[config.mk]
export PLATFORM = sky130hd
export DESIGN_NAME = exception_commit_ctrl_flat
export DESIGN_NICKNAME = d
export VERILOG_FILES = /design/src/rtl/exception_commit_ctrl_pkg.sv /design/src/rtl/exception_commit_ctrl_if.sv /design/src/rtl/exception_commit_ctrl_ex_prio_encoder.sv /design/src/rtl/exception_commit_ctrl.sv /design/src/flat_wrapper.sv
export SDC_FILE = /design/constraint.sdc
export NUM_CORES = 1
export LEC_CHECK = 0
export ABC_AREA = 1
export ABC_CLOCK_PERIOD_IN_PS = 2500
export CAP_MARGIN = 25
export CORE_MARGIN = 1.5
export CORE_UTILIZATION = 42
export CTS_CLUSTER_DIAMETER = 40
export DETAILED_ROUTE_END_ITERATION = 10
export PLACE_DENSITY = 0.89
export SYNTH_ARGS = -nofsm -noshare
export SYNTH_HDL_FRONTEND = slang
export SYNTH_SLANG_ARGS = --single-unit
[constraint.sdc]
create_clock -name clk -period 2.5 [get_ports clk]
set_clock_uncertainty 0.05 [all_clocks]
set_input_delay 0.5 -clock clk [delete_from_list [all_inputs] [get_ports clk]]
set_output_delay 0.5 -clock clk [all_outputs]
set_load 0.005 [all_outputs]
[src/rtl/exception_commit_ctrl_pkg.sv]
// exception_commit_ctrl_pkg: cause encodings, flag bit positions and FSM states shared by the commit controller.
package exception_commit_ctrl_pkg;
   localparam logic [5:0] ECODE_INT  = 6'h00;
   localparam logic [5:0] ECODE_ADEF = 6'h08;
   localparam logic [5:0] ECODE_INE  = 6'h0D;
   localparam logic [5:0] ECODE_SYS  = 6'h0B;
   localparam logic [5:0] ECODE_BRK  = 6'h0C;
   localparam logic [5:0] ECODE_ALE  = 6'h09;
   localparam logic [8:0] ESUBCODE_NONE = 9'h000;
   localparam int FLAG_ADEF = 0;
   localparam int FLAG_INE  = 1;
   localparam int FLAG_SYS  = 2;
   localparam int FLAG_BRK  = 3;
   localparam int FLAG_ALE  = 4;
   typedef enum logic [1:0] {IDLE, COMMIT, REDIR} state_t;
endpackage

[src/rtl/exception_commit_ctrl_if.sv]
// exception_commit_ctrl_if: writeback-stage handoff and fetch-redirect handshake.
interface exception_commit_ctrl_if;
   logic        ws_valid;
   logic        ws_ready;
   logic [31:0] ws_pc;
   logic [31:0] ws_vaddr;
   logic [4:0]  ws_ex_flags;
   logic        ws_ertn;
   logic        redirect_valid;
   logic [31:0] redirect_pc;
   logic        redirect_ready;
   modport master (output ws_valid, ws_pc, ws_vaddr, ws_ex_flags, ws_ertn, redirect_ready,
                   input ws_ready, redirect_valid, redirect_pc);
   modport slave (input ws_valid, ws_pc, ws_vaddr, ws_ex_flags, ws_ertn, redirect_ready,
                  output ws_ready, redirect_valid, redirect_pc);
endinterface

[src/rtl/exception_commit_ctrl_ex_prio_encoder.sv]
// ex_prio_encoder: picks the highest-priority pending cause, INT > ADEF > INE > SYS > BRK > ALE.
module ex_prio_encoder
   import exception_commit_ctrl_pkg::*;
(
   input  logic [4:0] flags,
   input  logic       has_int,
   output logic       valid,
   output logic [5:0] ecode,
   output logic [8:0] esubcode
);
   always_comb begin
      valid    = has_int | (|flags);
      esubcode = ESUBCODE_NONE;
      ecode    = has_int           ? ECODE_INT  :
                 flags[FLAG_ADEF]  ? ECODE_ADEF :
                 flags[FLAG_INE]   ? ECODE_INE  :
                 flags[FLAG_SYS]   ? ECODE_SYS  :
                 flags[FLAG_BRK]   ? ECODE_BRK  :
                 flags[FLAG_ALE]   ? ECODE_ALE  : ECODE_INT;
   end
endmodule

[src/rtl/exception_commit_ctrl.sv]
// exception_commit_ctrl: commits exceptions/interrupts/ERTN from writeback, pulses the CSR file,
// flushes the pipe and holds a fetch redirect until it is accepted.
module exception_commit_ctrl
   import exception_commit_ctrl_pkg::*;
(
   input  logic                          clk,
   input  logic                          reset,
   exception_commit_ctrl_if.slave        ws,
   input  logic                          has_int,
   input  logic [31:0]                   ex_entry,
   input  logic [31:0]                   ex_ra,
   output logic                          wb_ex,
   output logic                          ertn_flush,
   output logic [5:0]                    wb_ecode,
   output logic [8:0]                    wb_esubcode,
   output logic [31:0]                   wb_pc,
   output logic [31:0]                   wb_vaddr,
   output logic                          flush_pipe
);
   state_t      state, next;
   logic        is_ex;
   logic        enc_valid;
   logic [5:0]  enc_ecode;
   logic [8:0]  enc_esubcode;
   logic        ev;
   ex_prio_encoder u_prio (
      .flags    (ws.ws_ex_flags),
      .has_int  (has_int),
      .valid    (enc_valid),
      .ecode    (enc_ecode),
      .esubcode (enc_esubcode)
   );
   assign ev = (state == IDLE) & ws.ws_valid & (enc_valid | ws.ws_ertn);
   always_comb begin
      next              = state;
      ws.ws_ready       = state == IDLE;
      ws.redirect_valid = state == REDIR;
      wb_ex             = (state == COMMIT) & is_ex;
      ertn_flush        = (state == COMMIT) & ~is_ex;
      flush_pipe        = state != IDLE;
      next              = state == IDLE   ? (ev ? COMMIT : IDLE) :
                          state == COMMIT ? REDIR :
                          ws.redirect_ready ? IDLE : REDIR;
   end
   always_ff @(posedge clk) begin
      if (reset) begin
         state          <= IDLE;
         is_ex          <= 1'b0;
         wb_ecode       <= '0;
         wb_esubcode    <= '0;
         wb_pc          <= '0;
         wb_vaddr       <= '0;
         ws.redirect_pc <= '0;
      end else begin
         state <= next;
         if (ev) begin
            is_ex       <= enc_valid;
            wb_ecode    <= enc_ecode;
            wb_esubcode <= enc_esubcode;
            wb_pc       <= ws.ws_pc;
            // an instruction-fetch fault reports the PC itself as the bad address
            wb_vaddr    <= (enc_valid && enc_ecode == ECODE_ADEF && !has_int) ? ws.ws_pc : ws.ws_vaddr;
         end
         if (state == COMMIT)
            ws.redirect_pc <= is_ex ? ex_entry : ex_ra;
      end
   end
endmodule
[src/flat_wrapper.sv]
// flat-port wrapper written by rule: the top's interface ports become plain ports
module exception_commit_ctrl_flat import exception_commit_ctrl_pkg::*;
  (clk, reset, has_int, ex_entry, ex_ra, wb_ex, ertn_flush, wb_ecode, wb_esubcode, wb_pc, wb_vaddr, flush_pipe, ws_ws_valid, ws_ws_pc, ws_ws_vaddr, ws_ws_ex_flags, ws_ws_ertn, ws_redirect_ready, ws_ws_ready, ws_redirect_valid, ws_redirect_pc);
  exception_commit_ctrl_if ws_i ();
  input  logic clk;
  input  logic reset;
  input  logic has_int;
  input  logic [31:0] ex_entry;
  input  logic [31:0] ex_ra;
  output logic wb_ex;
  output logic ertn_flush;
  output logic [5:0] wb_ecode;
  output logic [8:0] wb_esubcode;
  output logic [31:0] wb_pc;
  output logic [31:0] wb_vaddr;
  output logic flush_pipe;
  input wire logic [$bits(ws_i.ws_valid)-1:0] ws_ws_valid;
  input wire logic [$bits(ws_i.ws_pc)-1:0] ws_ws_pc;
  input wire logic [$bits(ws_i.ws_vaddr)-1:0] ws_ws_vaddr;
  input wire logic [$bits(ws_i.ws_ex_flags)-1:0] ws_ws_ex_flags;
  input wire logic [$bits(ws_i.ws_ertn)-1:0] ws_ws_ertn;
  input wire logic [$bits(ws_i.redirect_ready)-1:0] ws_redirect_ready;
  output wire logic [$bits(ws_i.ws_ready)-1:0] ws_ws_ready;
  output wire logic [$bits(ws_i.redirect_valid)-1:0] ws_redirect_valid;
  output wire logic [$bits(ws_i.redirect_pc)-1:0] ws_redirect_pc;
  assign ws_i.ws_valid = ws_ws_valid;
  assign ws_i.ws_pc = ws_ws_pc;
  assign ws_i.ws_vaddr = ws_ws_vaddr;
  assign ws_i.ws_ex_flags = ws_ws_ex_flags;
  assign ws_i.ws_ertn = ws_ws_ertn;
  assign ws_i.redirect_ready = ws_redirect_ready;
  assign ws_ws_ready = ws_i.ws_ready;
  assign ws_redirect_valid = ws_i.redirect_valid;
  assign ws_redirect_pc = ws_i.redirect_pc;
  exception_commit_ctrl u_core (.clk(clk), .reset(reset), .ws(ws_i), .has_int(has_int), .ex_entry(ex_entry), .ex_ra(ex_ra), .wb_ex(wb_ex), .ertn_flush(ertn_flush), .wb_ecode(wb_ecode), .wb_esubcode(wb_esubcode), .wb_pc(wb_pc), .wb_vaddr(wb_vaddr), .flush_pipe(flush_pipe));
endmodule
==> impl_results.md <==
* Num Clock Sinks at 103
* Most used flip-flop cell after synthesis: sky130_fd_sc_hd__dfxtp_1
* Leading cell type in the layout, fill and taps excluded: sky130_fd_sc_hd__clkdlybuf4s50_1
* Number of top-level design ports at 255
* Syn avg cell area at roughly 6.5 um^2
* Minimum clock period at approximately 2.3 ns
* Antenna violations before repair at 0
* Worst hold-check slack at 0.435 ns
* Total track usage at 23.9%
* Number of gates resized after cts at 0
* Number of hold buffers added after CTS at 0
* Highest achievable clock rate at 0.444 GHz
* Count of state elements after synthesis at 103
* Multi-input gate area in the final layout at 0.00212 mm^2
* Delay of the slowest critical-path stage at 0.66 ns
* Signal arrival time at the worst endpoint at 2.46 ns
* Die height at 109 um
* FF-to-FF setup slack at 0.44 ns
* Total die area at between 0.01 and 0.015 mm^2
* Buffers inserted during post-CTS setup optimization at 0
* Pin slew with the least headroom to its limit at 0.879 ns
* First-pass GRT wire length at 22100 um
* Worst Path Class, Setup: primary input to flop
* Combined buffer and inverter count along the critical path at 2
* Number of warnings reported in the yosys synthesis log at 0
* Estimated wirelength of the detail-placed design at about 11000 um
* Total core area at 0.0109 mm^2
* Iter 0 DRT Violations at 244
* Largest delay contributor family on the critical path: simple AND/OR/NAND/NOR gates
* Antenna diodes at 0
* Area of the mapped netlist at 0.00472 mm^2
* Starting density of the core at 43.3%
* Last weighted congestion value of the routability-driven placer at 0.805
* Setup crit start kind: primary input
* Tightest Hold Check Type: flop to flop
* Leakage at 3.17 nW
* Share of flip-flops with an asynchronous set or reset after synthesis at 0%
* Nets at 1095
* Total of endpoints with negative setup slack in the final report at 0
* Clock tree from TritonCTS: done
* Peak fanout along the critical path at 38
* Input/output buffers at 243
* Design Area, Final at 0.00745 mm^2
* RSZ-0062 raised after global routing: no
* First-pass iteration count of the detailed router at 4
* Clk Tree Root Cell: sky130_fd_sc_hd__clkbuf_8
* Cell-by-cell listing of the critical path: clkdlybuf4s50_1 > nor2_1 > nand4_2 > nor2_1 > nor2_4 > buf_4 > nand2_1 > nor2_1 > nor2_1
* Synthesis-to-finish area growth at 57.9%
* Pin count of the biggest net entering global routing at 54
* Per-cell routed wire length at 13.2 um
* Via/cell ratio at 4.71
* Overall die width at about 110 um
* Max clock buf depth at 2
* Post-route DRC violation count at 0
* Via count of the first global-routing pass at 4857
* Clock network latency to the later pin of the worst-skew pair at 0.37 ns
* Worst slew margin relative to its limit at 41.2%
* H-tree depth at 3
* Overall routed net length at between 10000 and 15000 um
* Grt total ovfl at 0
* Total number of vias at 5183
* Largest voltage drop on the vdd net at 0.000265 V
* Fraction of final layout cells with drive strength greater than 1 at 4.99%
* Commonest cells after routing, fill and taps aside: 243 x sky130_fd_sc_hd__clkdlybuf4s50_1, 208 x sky130_fd_sc_hd__nand2_1, 169 x sky130_fd_sc_hd__nor2_1
* Sequential area share after synthesis at 43.7%
* Synthesized netlist cell count at 725
* Final Slew Violations at 0
* Result of the run: completed
* Detail Route Antenna Nets at 0
* Row count at 38
* Crit share post-route at 90.2%
* Reported max-cap violation count at 0
* Critical path endpoint category: flop
* Sequential cell area at 0.00206 mm^2
* Post-place instance area at 0.00727 mm^2
* Clock-pin slew reported for the worst setup and hold paths after clock tree synthesis at roughly 0.090 ns
* Pwr Density at 525 mW/mm^2
* Number of unique standard cell types used by synthesis at 20
* Cts bufs inserted at 9
* Required time of the worst setup path at 2.70 ns
* Max stage delay cell, worst path: sky130_fd_sc_hd__nor2_4
* Count of flip-flops with a built-in enable after synthesis at 0
* Fin. Hold Viols at 0
* Fill cell count at 921
* Critical path's most frequent cell: sky130_fd_sc_hd__nor2_1
==> Yosys cell counts (4+ instances only) <==
cell type | number | area (um^2)
sky130_fd_sc_hd__nand3_1 | 35 | 175
sky130_fd_sc_hd__a21oi_1 | 4 | 20.0
sky130_fd_sc_hd__nand2_1 | 208 | 781
sky130_fd_sc_hd__buf_2 | 25 | 125
sky130_fd_sc_hd__dfxtp_1 | 103 | 2060
sky130_fd_sc_hd__inv_1 | 73 | 274
sky130_fd_sc_hd__o21ai_0 | 32 | 160
sky130_fd_sc_hd__a31oi_1 | 32 | 200
sky130_fd_sc_hd__nor2_1 | 169 | 634
sky130_fd_sc_hd__buf_4 | 15 | 113
sky130_fd_sc_hd__clkbuf_1 | 10 | 37.5
sky130_fd_sc_hd__nor2_2 | 8 | 50.1
==> cell type report <==
class / count / area share [%]
Timing Repair Buffer: 264 / 35.4
Clock buffer: 10 / 1.71
Sequential cell: 103 / 27.7
Multi-Input combinational cell: 504 / 28.4
Inverter: 74 / 3.73
Tap cell: 140 / 2.35
Clock inverter: 6 / 0.689
==> final timing paths <==
path | start | endpoint | depth (start not counted)
max | ws_ws_ex_flags[0] | u_core.wb_vaddr[29] | 9
min | u_core.wb_ecode[2] | u_core.wb_ecode[2] | 2
max reg2reg | u_core.state[1] | u_core.wb_vaddr[29] | 7
min reg2reg | u_core.wb_ecode[2] | u_core.wb_ecode[2] | 2
==> through the flow <==
step | instances | setup TNS [ns] | utilization [%] | power, mW | worst slack, ns
2_1_floorplan | 735 | 0 | - | 2.35 | 0.942
5_1_grt | 1101 | 0 | 68.4 | 4.13 | 0.0951
3_3_place_gp | 1085 | -0.668 | 66.8 | 2.95 | -0.0858
3_5_place_dp | 1085 | -1.45 | 66.8 | 2.97 | -0.126
6_report | 1101 | 0 | 68.4 | 3.91 | 0.246
4_1_cts | 1101 | 0 | 68.4 | 3.95 | 0.262
==> state kept, by name, summed over array words and instances (netlist names) <==
register / flops
u_core.is_ex: 1
u_core.state: 2
u_core.wb_ecode: 4
u_core.wb_pc: 32
u_core.wb_vaddr: 32
u_core.ws.redirect_pc: 32
==> cells by family (layout without fill, tap and decap cells) <==
family / Yosys count / count (layout) / share of synthesized area, %
simple gates: 421 / 421 / 35.0
flops: 103 / 103 / 43.7
compound gates: 72 / 72 / 8.83
buf+inv: 128 / 354 / 12.4
other cells: 1 / 11 / 0.0795
==> worst min-delay path: stages (launching register included) <==
cell and delay (ns):
sky130_fd_sc_hd__dfxtp_1 0.32, sky130_fd_sc_hd__nand3_1 0.08, sky130_fd_sc_hd__nand2_1 0.05
==> report_power, final <==
part           switching (mW)  leakage, nW  total [mW]  internal, mW
Clock                   0.604       0.0931       0.983         0.380
Combinational           0.466         2.23        1.07         0.608
Sequential             0.0762        0.849        1.86          1.78
==> metal layers <==
metal	GRT usage, %	wire length, um
met3	6.46	1200
met5	0	0
met4	9.87	403
met1	26.5	5700
met2	42.9	7240
No activity file was read; power rests on OpenSTA's default activity.
